==> config.mk <==
export PLATFORM = sky130hd
export DESIGN_NAME = waterfall_key_clk
export DESIGN_NICKNAME = d
export VERILOG_FILES = /design/src/rtl/waterfall_key_clk_pkg.sv /design/src/rtl/waterfall_key_clk_key_debounce.sv /design/src/rtl/waterfall_key_clk.sv
export SDC_FILE = /design/constraint.sdc
export NUM_CORES = 1
export LEC_CHECK = 0
export CAP_MARGIN = 40
export CORE_MARGIN = 2
export CORE_UTILIZATION = 65
export DETAILED_ROUTE_END_ITERATION = 10
export PLACE_DENSITY_LB_ADDON = 0.15
export SLEW_MARGIN = 20
export SYNTH_ARGS = -nofsm -noshare
export SYNTH_HDL_FRONTEND = slang
export SYNTH_SLANG_ARGS = --single-unit
==> constraint.sdc <==
create_clock -name clk -period 5 [get_ports clk]
set_clock_uncertainty 0.05 [all_clocks]
set_input_delay 1 -clock clk [delete_from_list [all_inputs] [get_ports clk]]
set_output_delay 1 -clock clk [all_outputs]
set_load 0.05 [all_outputs]
==> src/rtl/waterfall_key_clk_pkg.sv <==
`default_nettype none
// ============================================================================
// Module      : waterfall_key_clk_pkg
// Description : Shared constants for the waterfall LED input-conditioning
//               stage: default system clock and debounce window, the idle
//               (released) button level, and the derivations of the divider
//               half period and the debounce length in clock cycles.
// Revision    : 1.0 - initial release
// ============================================================================
package waterfall_key_clk_pkg;

    localparam int   SYS_CLK_FREQ        = 50_000_000;
    localparam int   DEBOUNCE_MS_DEFAULT = 20;

    // Buttons are active-low; a released button reads high.
    localparam logic KEY_IDLE = 1'b1;

    // Number of clk cycles per half period of the divided clock.
    function automatic int half_cycles(input int clk_freq, input int tick_hz);
        return clk_freq / (2 * tick_hz);
    endfunction

    // Number of synchronized samples a key must disagree with its debounced
    // level before the new level is accepted.
    function automatic int db_cycles(input int clk_freq, input int debounce_ms);
        return (clk_freq / 1000) * debounce_ms;
    endfunction

    // Counter width able to hold 0..n-1, never narrower than one bit.
    function automatic int cnt_width(input int n);
        return (n > 1) ? $clog2(n) : 1;
    endfunction

endpackage
`default_nettype wire

==> src/rtl/waterfall_key_clk_key_debounce.sv <==
`default_nettype none
// ============================================================================
// Module      : key_debounce
// Description : Debouncer for one raw active-low push-button. Two-flop
//               synchronizer followed by a mismatch counter; a new level is
//               accepted after DB_CYCLES consecutive disagreeing samples. A
//               debounced press (1->0) raises `press` for one clk cycle;
//               releases are silent.
// Ports       : clk   - system clock
//               clr   - asynchronous active-high reset
//               key_n - raw button, active-low, asynchronous to clk
//               press - one-cycle pulse on a debounced press
// Revision    : 1.0 - initial release
// ============================================================================
module key_debounce
    import waterfall_key_clk_pkg::*;
#(
    parameter int DB_CYCLES = 4
) (
    input  logic clk,
    input  logic clr,
    input  logic key_n,
    output logic press
);

    localparam int                 c_cnt_w    = cnt_width(DB_CYCLES + 1);
    localparam logic [c_cnt_w-1:0] c_cnt_last = c_cnt_w'(DB_CYCLES - 1);

    logic               r_sync1;
    logic               r_sync2;
    logic               r_stable;
    logic [c_cnt_w-1:0] r_db_cnt;
    logic [1:0]         r_vld;
    logic               r_armed;
    logic               r_press;

    // r_vld marks when r_sync2 holds a real sample rather than its reset
    // value. A key must be seen released through the synchronizer before it
    // can generate a press, so a button held down across a reset stays silent
    // until it is let go and pressed again.
    always_ff @(posedge clk or posedge clr) begin
        if (clr) begin
            r_sync1  <= KEY_IDLE;
            r_sync2  <= KEY_IDLE;
            r_stable <= KEY_IDLE;
            r_db_cnt <= '0;
            r_vld    <= 2'b00;
            r_armed  <= 1'b0;
            r_press  <= 1'b0;
        end else begin
            r_sync1 <= key_n;
            r_sync2 <= r_sync1;
            r_vld   <= {r_vld[0], 1'b1};
            r_press <= 1'b0;

            if (r_vld[1] && (r_sync2 == KEY_IDLE)) begin
                r_armed <= 1'b1;
            end

            if (r_sync2 == r_stable) begin
                r_db_cnt <= '0;
            end else if (r_db_cnt == c_cnt_last) begin
                // Disagreement held for the full window: accept new level.
                r_stable <= r_sync2;
                r_db_cnt <= '0;
                if ((r_stable == KEY_IDLE) && r_armed) begin
                    r_press <= 1'b1;
                end
            end else begin
                r_db_cnt <= r_db_cnt + c_cnt_w'(1);
            end
        end
    end

    assign press = r_press;

endmodule
`default_nettype wire

==> src/rtl/waterfall_key_clk.sv <==
`default_nettype none
// ============================================================================
// Module      : waterfall_key_clk
// Description : Input-conditioning stage of the waterfall LED controller.
//               Divides clk into a 50 % duty step clock with a rising-edge
//               tick, debounces the stop and clear buttons, keeps the
//               run/stop level and issues a one-cycle active-low clear.
// Ports       : clk      - system clock
//               clr      - asynchronous active-high reset
//               key_stop - raw stop button, active-low
//               key_clr  - raw clear button, active-low
//               clk_1hz  - divided clock, registered
//               tick     - one-clk pulse on each rising edge of clk_1hz
//               stop_n   - 1 = run, 0 = hold
//               clr_n    - one-cycle active-low clear to the counter
// Revision    : 1.0 - initial release
// ============================================================================
module waterfall_key_clk
    import waterfall_key_clk_pkg::*;
#(
    parameter int CLK_FREQ    = SYS_CLK_FREQ,
    parameter int TICK_HZ     = 1,
    parameter int DEBOUNCE_MS = DEBOUNCE_MS_DEFAULT
) (
    input  logic clk,
    input  logic clr,
    input  logic key_stop,
    input  logic key_clr,
    output logic clk_1hz,
    output logic tick,
    output logic stop_n,
    output logic clr_n
);

    // Both derived values must be at least 1 for the block to function.
    localparam int                 c_half     = half_cycles(CLK_FREQ, TICK_HZ);
    localparam int                 c_db       = db_cycles(CLK_FREQ, DEBOUNCE_MS);
    localparam int                 c_div_w    = cnt_width(c_half);
    localparam logic [c_div_w-1:0] c_div_last = c_div_w'(c_half - 1);

    logic               w_stop_press;
    logic               w_clr_press;
    logic [c_div_w-1:0] r_div_cnt;
    logic               r_clk_1hz;
    logic               r_tick;
    logic               r_run;
    logic               r_clr_n;

    key_debounce #(
        .DB_CYCLES (c_db)
    ) u_stop_db (
        .clk   (clk),
        .clr   (clr),
        .key_n (key_stop),
        .press (w_stop_press)
    );

    key_debounce #(
        .DB_CYCLES (c_db)
    ) u_clr_db (
        .clk   (clk),
        .clr   (clr),
        .key_n (key_clr),
        .press (w_clr_press)
    );

    // Divider. A clear press restarts the phase so the counter downstream
    // sees its first step a full half period after the clear.
    always_ff @(posedge clk or posedge clr) begin
        if (clr) begin
            r_div_cnt <= '0;
            r_clk_1hz <= 1'b0;
            r_tick    <= 1'b0;
        end else if (w_clr_press) begin
            r_div_cnt <= '0;
            r_clk_1hz <= 1'b0;
            r_tick    <= 1'b0;
        end else if (r_div_cnt == c_div_last) begin
            r_div_cnt <= '0;
            r_clk_1hz <= ~r_clk_1hz;
            r_tick    <= ~r_clk_1hz;
        end else begin
            r_div_cnt <= r_div_cnt + c_div_w'(1);
            r_tick    <= 1'b0;
        end
    end

    // Run level and clear pulse. Clear dominates a simultaneous stop press,
    // and a stop press landing while clr_n is low is dropped as well.
    always_ff @(posedge clk or posedge clr) begin
        if (clr) begin
            r_run   <= 1'b1;
            r_clr_n <= 1'b0;
        end else begin
            r_clr_n <= ~w_clr_press;
            if (w_clr_press) begin
                r_run <= 1'b1;
            end else if (w_stop_press && r_clr_n) begin
                r_run <= ~r_run;
            end
        end
    end

    assign clk_1hz = r_clk_1hz;
    assign tick    = r_tick;
    assign stop_n  = r_run;
    assign clr_n   = r_clr_n;

endmodule
`default_nettype wire

==> reports/results.tsv, run 1 <==
metric	value	unit
synthToLayoutAreaGrowth	9.856	%
fmax	365.2	MHz
min_period	2738	ps
yosys.area.top_type_share	48.30	%
cp-end-kind	primary output	
cp_max_fo	3	
io_buffers	7	
grt.total_usage	24.36	%
post_cts_buffers	0	
cpMaxStageDelayCell	clkdlybuf4s50_1	
synth_top_area_cell	dfrtp_1	
synth_ff_type	dfrtp_1	
arrival	1690	ps
synth_nets	380	
yosys_warnings	0	
async_flop_share	100.0	%
antenna_found_initial	0	
coreArea	0.005608	mm^2
clockBufferDepth	2	
finalMaxSlewViolations	0	
reg2reg_from	r_div_cnt[0]	
finalSetupViolations	0	
fin_util	75.10	%
hpwl	4805	um
diodes	0	
clk_latency	350	ps
synth.distinct_cells	36	
power_leakage	1.694	nW
startpoint	stop_n	
gp_congestion	0.8547	
fin_nets	393	
worst_slew_pin_slew	790.3	ps
hp-class	flop to flop	
cp_data_required_time	3950	ps
grt_pass1_vias	2704	
drc	0	
drt_iter0_markers	188	
fillCellCount	398	
path_clk_slew	80	ps
die-area	0.006529	mm^2
synthesis.instances	373	
ctsHoldBuffers	0	
ys_seq_area_share	53.10	%
vias_per_cell	6.242	
final_area	0.004212	mm^2
synth_area_per_cell	10.28	um^2
vias	2890	
cts_buffers	9	
die_y	80.80	um
drive_above_1_share	8.696	%
power_density	287.4	mW/mm^2
drtAntennaViolNets	0	
start_kind	flop	
wl	7102	um
path_delay_family	buffers and inverters	
slowest_delay	800	ps
rows	27	
slew-limit-headroom	47.31	%
placed_cell_area	0.004000	mm^2
hold_viol_final	0	
fin_setup_tns	0	ps
dr.pass1.iters	5	
synthTopCellsByArea	dfrtp_1 48%, xnor2_1 5.3%, dfstp_2 4.8%	
netlist_area	0.003834	mm^2
initial_core_util	68.36	%
cts_tree	done	
post_cts_resized	0	
drt-wirelength-per-cell	15.34	um
crit_type	flop to primary output	
hp-start	u_clr_db.r_vld[0]	
grt_pass1_wl	12270	um
worst-path-buf-inv	1	
synth_edf_count	0	
status	completed	
finalCritPeriodShare	54.76	%
die_w	80.80	um
cts_max_level	3	
peakVddDrop	0.0002300	V
clock_sinks	81	
grt_max_degree	38	
crit_chain	clkdlybuf4s50_1	
grt_overflow	0	
rsz0062_at_grt	no	
synth-seq-cells	81	
ioPinCount	8	
maxCapViolations	0	
clockRootBuffer	clkbuf_8	
## cells by family (layout without fill, tap and decap cells)
logic type               count (synthesis)  after routing  synth area share [%]
AND/OR/NAND/NOR                        176            176                 25.62
flip-flops                              81             81                 53.10
AO/OA/AOI/OAI                           53             53                 8.714
XOR/XNOR                                39             39                 8.910
buffers and inverters                   18             36                 1.991
adder cells (fa/ha/maj)                  3              3                0.9792
multiplexers                             2              2                0.5874
other                                    1              1               0.09782
## final timing paths
kind,endpoint,cells past startpoint,slack [ps]
setup / recovery,stop_n,1,2260
min in group asynchronous,u_stop_db.r_db_cnt[2],2,920
setup reg to reg,r_div_cnt[14],6,2650
hold / removal,u_clr_db.r_vld[1],0,300
hold reg to reg,u_clr_db.r_vld[1],0,300
max in group asynchronous,u_clr_db.r_sync1,3,3310
## routing by layer
metal / GRT usage, % / part of all wire (%) / vias to the layer above / routed length [um]
met5: 0 / 0 / - / 0
met4: 10.68 / 2.1 / 0 / 148
met3: 4.444 / 5.1 / 17 / 359
met2: 35.79 / 45 / 94 / 3174
met1: 35.78 / 48 / 1390 / 3420
li1: - / - / 1389 / -
## flip-flops by register name, summed over array words and instances (netlist names), 2 cells and up
signal              flops
r_div_cnt              25
u_clr_db.r_db_cnt      20
u_stop_db.r_db_cnt     20
u_clr_db.r_vld          2
## cells in the mapped netlist (all sizes together) (2+ instances only)
| master | instances |
|---|---|
| dfrtp | 74 |
| nor2 | 43 |
| a21oi | 24 |
| nand2 | 24 |
| xnor2 | 23 |
| nand3 | 22 |
| o31ai | 18 |
| nand4 | 17 |
| or4 | 16 |
| xor2 | 16 |
| or3 | 11 |
| inv | 10 |
| nor4 | 9 |
| o21ai | 9 |
| and4 | 7 |
| clkbuf | 7 |
| dfstp | 7 |
| nor3 | 7 |
| and3 | 6 |
| nor4b | 5 |
| and2 | 4 |
| ha | 3 |
| a21o | 2 |
| mux2 | 2 |
| or2 | 2 |
## per-stage QoR
step / hold slack (ps) / cells / worst slack [ps] / power [mW]
global placement: 283.4 / 446 / 2461 / 0.7102
CTS: 301.8 / 463 / 2236 / 1.217
finish: 301.7 / 463 / 2262 / 1.210
detailed placement: 284.7 / 447 / 2620 / 0.7134
global route: 313.6 / 463 / 2216 / 1.246
floorplan: 281.2 / 373 / 1882 / 0.7005
## power breakdown
group	internal (mW)	switching, mW
registers	0.662	0.00597
clock network	0.281	0.229
logic	0.00959	0.0223
## final cells by class
| type | count | area, um^2 | share of cell area [%] |
|---|---|---|---|
| Sequential cell | 81 | 2036 | 48.34 |
| Timing Repair Buffer | 10 | 105.1 | 2.496 |
| Clock buffer | 11 | 131.4 | 3.119 |
| Multi-Input combinational cell | 274 | 1730 | 41.09 |
| Tap cell | 72 | 90.09 | 2.139 |
| Clock inverter | 5 | 80.08 | 1.901 |
| Inverter | 10 | 38.79 | 0.9210 |
## placed cells by master (no fill, tap or decap), types with 8 or more instances in the layout
cell type  Yosys  final
clkbuf_8       0      9
inv_1         10      9
o31ai_1       16     16
o21ai_0        8      8
nor4_1         9      9
nand4_1       14     14
nand3_1       22     22
dfrtp_1       74     74
nor2_1        43     43
nand2_1       24     24
or3_1         11     11
a21oi_1       24     24
xor2_1        16     16
or4_1         16     16
xnor2_1       23     23
No activity file was read; power rests on OpenSTA's default activity.
==> run 2, diff against run 1 <==
--- a/config.mk
+++ b/config.mk
@@ -7,7 +7,7 @@
 export LEC_CHECK = 0
 export CAP_MARGIN = 40
 export CORE_MARGIN = 2
-export CORE_UTILIZATION = 65
+export CORE_UTILIZATION = 61
 export DETAILED_ROUTE_END_ITERATION = 10
 export PLACE_DENSITY_LB_ADDON = 0.15
 export SLEW_MARGIN = 20
==> constraint.sdc (replaced) <==
create_clock -name clk -period 2.6 [get_ports clk]
set_clock_uncertainty 0.05 [all_clocks]
set_input_delay 0.52 -clock clk [delete_from_list [all_inputs] [get_ports clk]]
set_output_delay 0.52 -clock clk [all_outputs]
set_load 0.05 [all_outputs]
==> reports/results.tsv, run 2 (synthesis results as in run 1) <==
metric	value	unit	change
post_cts_resized	0		unchanged
hp-class	flop to flop		
worstRegToRegCells	5		-1
top_register	r_div_cnt		
cp_data_required_time	2030	ps	-1920 ps
power_leakage	1.707	nW	+0.73%
start_kind	flop		
place_ws	469.8	ps	-2150 ps
slowest_delay	810	ps	about the same
internal-power	1.783	mW	+87%
clockBufferDepth	2		unchanged
coreArea	0.005991	mm^2	+6.8%
drt_iter0_markers	123		-35%
cp_max_fo	3		unchanged
path_clk_slew	80	ps	about the same
clock_sinks	81		unchanged
slew-limit-headroom	57.49	%	+10 points
multiInputGateArea	0.001722	mm^2	-0.51%
dp.cells	453		+1.3%
fillCellCount	446		+12%
hold_viol_final	0		unchanged
post_cts_buffers	0		unchanged
top_usage_layer	met2		
largest_reg_flops	25		unchanged
io_buffers	7		unchanged
final_area	0.004215	mm^2	about the same
drtAntennaViolNets	0		unchanged
clockRootBuffer	clkbuf_8		
power_frac_seq	56.8	%	+1.6 points
finalSetupViolations	0		unchanged
antenna_found_initial	0		unchanged
register_area	0.002036	mm^2	unchanged
path_delay_family	buffers and inverters		
vias	2839		-1.8%
cts_tree	done		
dr.pass1.iters	4		-1
crit_type	flop to primary output		
arrival	1710	ps	+20 ps
layout.cells.non_filler	468		+1.1%
layout_commonest_cell	dfrtp_1		
min_period	2278	ps	
maxCapViolations	0		unchanged
cts_buffers	9		unchanged
hold_depth	0		unchanged
top_regs	r_div_cnt x25, u_clr_db.r_db_cnt x20, u_stop_db.r_db_cnt x20		
grt_max_degree	31		-18%
die_w	83.28	um	+3.1%
grt.total_usage	22.17	%	-2.2 points
status	completed		
rsz0062_at_grt	no		
diodes	0		unchanged
fmax	439.0	MHz	
ctsHoldBuffers	0		unchanged
p_sw_share	21.14	%	-0.14 points
peakVddDrop	0.0004183	V	+82%
crit_chain	clkdlybuf4s50_1		
gp_congestion	0.8412		-1.6%
placed_cell_area	0.004020	mm^2	+0.50%
wl	6937	um	-2.3%
synthToLayoutAreaGrowth	9.954	%	about the same
rows	28		+3.7%
clockPowerShare	40.4	%	-1.7 points
finalMaxSlewViolations	0		unchanged
worst-path-buf-inv	1		unchanged
fin_setup_tns	0	ps	unchanged
drive_above_1_share	9.415	%	+0.72 points
die-area	0.006935	mm^2	+6.2%
final_cell_mix	74 x dfrtp_1, 43 x nor2_1, 24 x a21oi_1, 24 x nand2_1, 23 x xnor2_1		
hpwl	4857	um	+1.1%
met2_usage	35.19	%	-0.59 points
fin_ws	322.3	ps	-1940 ps
cts_max_level	3		unchanged
comb_power_share	2.8	%	+0.2 points
grt_util_met3	4.274	%	-0.17 points
initial_core_util	63.99	%	-4.4 points
drc	0		unchanged
hold_slack	300.9	ps	-0.7900 ps
cp.depth	1		unchanged
finalCritPeriodShare	87.61	%	
grt_pass1_wl	12720	um	+3.7%
cp-end-kind	primary output		
power_density	536.5	mW/mm^2	+87%
grt_pass1_vias	2873		+6.3%
clk_latency	350	ps	about the same
fin_nets	396		+0.76%
ioPinCount	8		unchanged
cpMaxStageDelayCell	clkdlybuf4s50_1		
die_y	83.28	um	+3.1%
drt-wirelength-per-cell	14.82	um	-3.4%
grtUsageMet1	30.38	%	-5.4 points
vias_per_cell	6.066		-2.8%
power_switching	0.4781	mW	+86%
grt_overflow	0		unchanged
worst_slew_pin_slew	636.2	ps	-154.1 ps
[run 2: changes by cell type in the layout (fill, tap and decap cells not counted)]
cell	change
buf_4	+3
clkbuf_1	-1
bufinv_16	-1
clkinvlp_4	-1
o31ai_2	+1
clkbuf_8	+2
o31ai_4	-1
[run 2: path summary, 6_finish.rpt]
| path | from | to | slack [ps] |
|---|---|---|---|
| worst max-delay path | stop_n | stop_n | 320 |
| max in group asynchronous | clr | stop_n | 1350 |
| worst max register to register | r_div_cnt[0] | r_div_cnt[24] | 450 |
| worst min register to register | u_stop_db.r_sync1 | u_stop_db.r_sync2 | 300 |
| worst min-delay path | u_stop_db.r_sync1 | u_stop_db.r_sync2 | 300 |
| min in group asynchronous | clr | u_clr_db.r_db_cnt[19] | 540 |
[run 2: routing by layer]
metal  part of all wire [%]  vias up
met5                      0        -
met1                     48     1413
met3                    2.3        9
met2                     48       32
met4                    1.2        0
li1                       -     1385
[run 2: power by group through the flow]
stage          clock [mW]  sequential [mW]  combinational, mW
2_1_floorplan           0             1.31             0.0409
3_3_place_gp            0             1.31             0.0649
3_5_place_dp            0             1.31             0.0654
4_1_cts             0.929             1.28             0.0659
5_1_grt             0.979             1.29             0.0750
6_report            0.913             1.28             0.0634
[run 2: area by class of cell]
class | count | share of cell area, %
sequential | 81 | 48.29
multi-input combinational | 274 | 40.84
clock buffer | 12 | 3.681
timing repair buffer | 13 | 3.028
tap | 75 | 2.226
inverter | 10 | 0.9795
clock inverter | 3 | 0.9498
[run 2: through the flow]
stage               utilization (%)  total power [mW]
floorplan                         -             1.348
global placement              67.11             1.373
detailed placement            67.11             1.374
CTS                           70.36             2.280
global route                  70.36             2.341
finish                        70.36             2.261
==> run 3, diff against run 2 <==
--- a/config.mk
+++ b/config.mk
@@ -7,7 +7,7 @@
 export LEC_CHECK = 0
 export CAP_MARGIN = 40
 export CORE_MARGIN = 2
-export CORE_UTILIZATION = 61
+export CORE_UTILIZATION = 25
 export DETAILED_ROUTE_END_ITERATION = 10
 export PLACE_DENSITY_LB_ADDON = 0.15
 export SLEW_MARGIN = 20
==> reports/results.tsv, run 3 (synthesis results as in run 1) <==
metric	value	unit	change
status	completed		
finalSetupViolations	0		unchanged
top_register	r_div_cnt		
cp-end-kind	primary output		
fmax	446.6	MHz	+1.7%
post_cts_buffers	0		unchanged
layout.cells.non_filler	581		+24%
drt-wirelength-per-cell	13.52	um	-8.8%
ctsHoldBuffers	0		unchanged
drc	0		unchanged
drtAntennaViolNets	0		unchanged
maxCapViolations	0		unchanged
drive_above_1_share	9.669	%	+0.25 points
slowest_delay	790	ps	-20 ps
clk_latency	340	ps	about the same
dr.pass1.iters	5		+1
die_y	127.8	um	+54%
vias_per_cell	4.861		-20%
cp_data_required_time	2030	ps	about the same
vias	2824		-0.53%
cts_tree	done		
gp_congestion	0.7201		-14%
r2r_slack	430	ps	-20 ps
grt_max_degree	82		+160%
crit_chain	clkdlybuf4s50_1		
cts_max_level	3		unchanged
finalMaxSlewViolations	0		unchanged
fin_util	29.56	%	-41 points
top_regs	r_div_cnt x25, u_clr_db.r_db_cnt x20, u_stop_db.r_db_cnt x20		
arrival	1670	ps	-40 ps
clockRootBuffer	clkbuf_16		
fin_ws	360.8	ps	+38.57 ps
wl	7853	um	+13%
rsz0062_at_grt	no		
cpMaxStageDelayCell	clkdlybuf4s50_1		
grt_pass1_vias	2843		-1.0%
hold_viol_final	0		unchanged
power	2.648	mW	+17%
power_density	593.8	mW/mm^2	+11%
hp-class	flop to flop		
die_w	127.8	um	+54%
start_kind	flop		
power_leakage	1.755	nW	+2.9%
post_cts_resized	0		unchanged
drt_iter0_markers	170		+38%
cp_max_fo	3		unchanged
die-area	0.01634	mm^2	+140%
grt_overflow	0		unchanged
worst-path-buf-inv	1		unchanged
cts_buffers	9		unchanged
place_ws	434.1	ps	-35.65 ps
final_area	0.004461	mm^2	+5.8%
finalCritPeriodShare	86.12	%	-1.5 points
rows	45		+61%
fin_setup_tns	0	ps	unchanged
path_delay_family	buffers and inverters		
coreArea	0.01509	mm^2	+150%
hold_slack	296.3	ps	-4.593 ps
dp.cells	565		+25%
min_period	2239	ps	-38.57 ps
hpwl	5068	um	+4.4%
path_clk_slew	60	ps	-20 ps
clock_sinks	81		unchanged
fillCellCount	1592		+260%
largest_reg_flops	25		unchanged
fin_nets	395		-0.25%
grt_pass1_wl	14220	um	+12%
final_cell_mix	74 x dfrtp_1, 43 x nor2_1, 24 x a21oi_1, 24 x nand2_1, 23 x xnor2_1		
multiInputGateArea	0.001722	mm^2	unchanged
initial_core_util	25.41	%	-39 points
register_area	0.002036	mm^2	unchanged
io_buffers	7		unchanged
diodes	0		unchanged
ioPinCount	8		unchanged
grt.total_usage	10.91	%	-11 points
layout_commonest_cell	dfrtp_1		
clockBufferDepth	2		unchanged
antenna_found_initial	0		unchanged
crit_type	flop to primary output		
synthToLayoutAreaGrowth	16.35	%	
placed_cell_area	0.004154	mm^2	+3.3%
peakVddDrop	0.0003186	V	-24%
==> run 3: cell types whose count changed in the layout (fill, tap and decap cells not counted), sizes merged <==
cell | before | now
buf | 6 | 5
clkbuf | 12 | 11
clkinv | 2 | 4
==> run 3: power by group <==
part	total, mW	leakage [nW]	switching [mW]	internal (mW)
combinational	0.0637	0.533	0.0444	0.0193
sequential	1.29	1.07	0.0117	1.28
clock	1.30	0.155	0.505	0.792
==> run 3: area by class of cell <==
type	count	share of cell area, %
timing repair buffer	12	2.693
inverter	10	0.9257
sequential	81	45.64
multi-input combinational	274	38.60
clock buffer	11	5.666
clock inverter	5	1.206
tap	188	5.273
==> run 3: routing by layer <==
metal / track usage [%] / vias up / share of wire [%]
met1: 14.79 / 1395 / 50
met4: 3.426 / 0 / 1.5
met3: 3.798 / 10 / 3.4
met5: 0 / - / 0
li1: - / 1385 / -
met2: 16.39 / 34 / 45
==> run 3: final timing paths <==
kind | cells after the start | endpoint | start
max | 1 | stop_n | stop_n
min | 0 | u_clr_db.r_vld[1] | u_clr_db.r_vld[0]
max reg2reg | 5 | r_div_cnt[24] | r_div_cnt[0]
min reg2reg | 0 | u_clr_db.r_vld[1] | u_clr_db.r_vld[0]
max in group asynchronous | 3 | u_clr_db.r_stable | clr
min in group asynchronous | 3 | u_clr_db.r_db_cnt[0] | clr
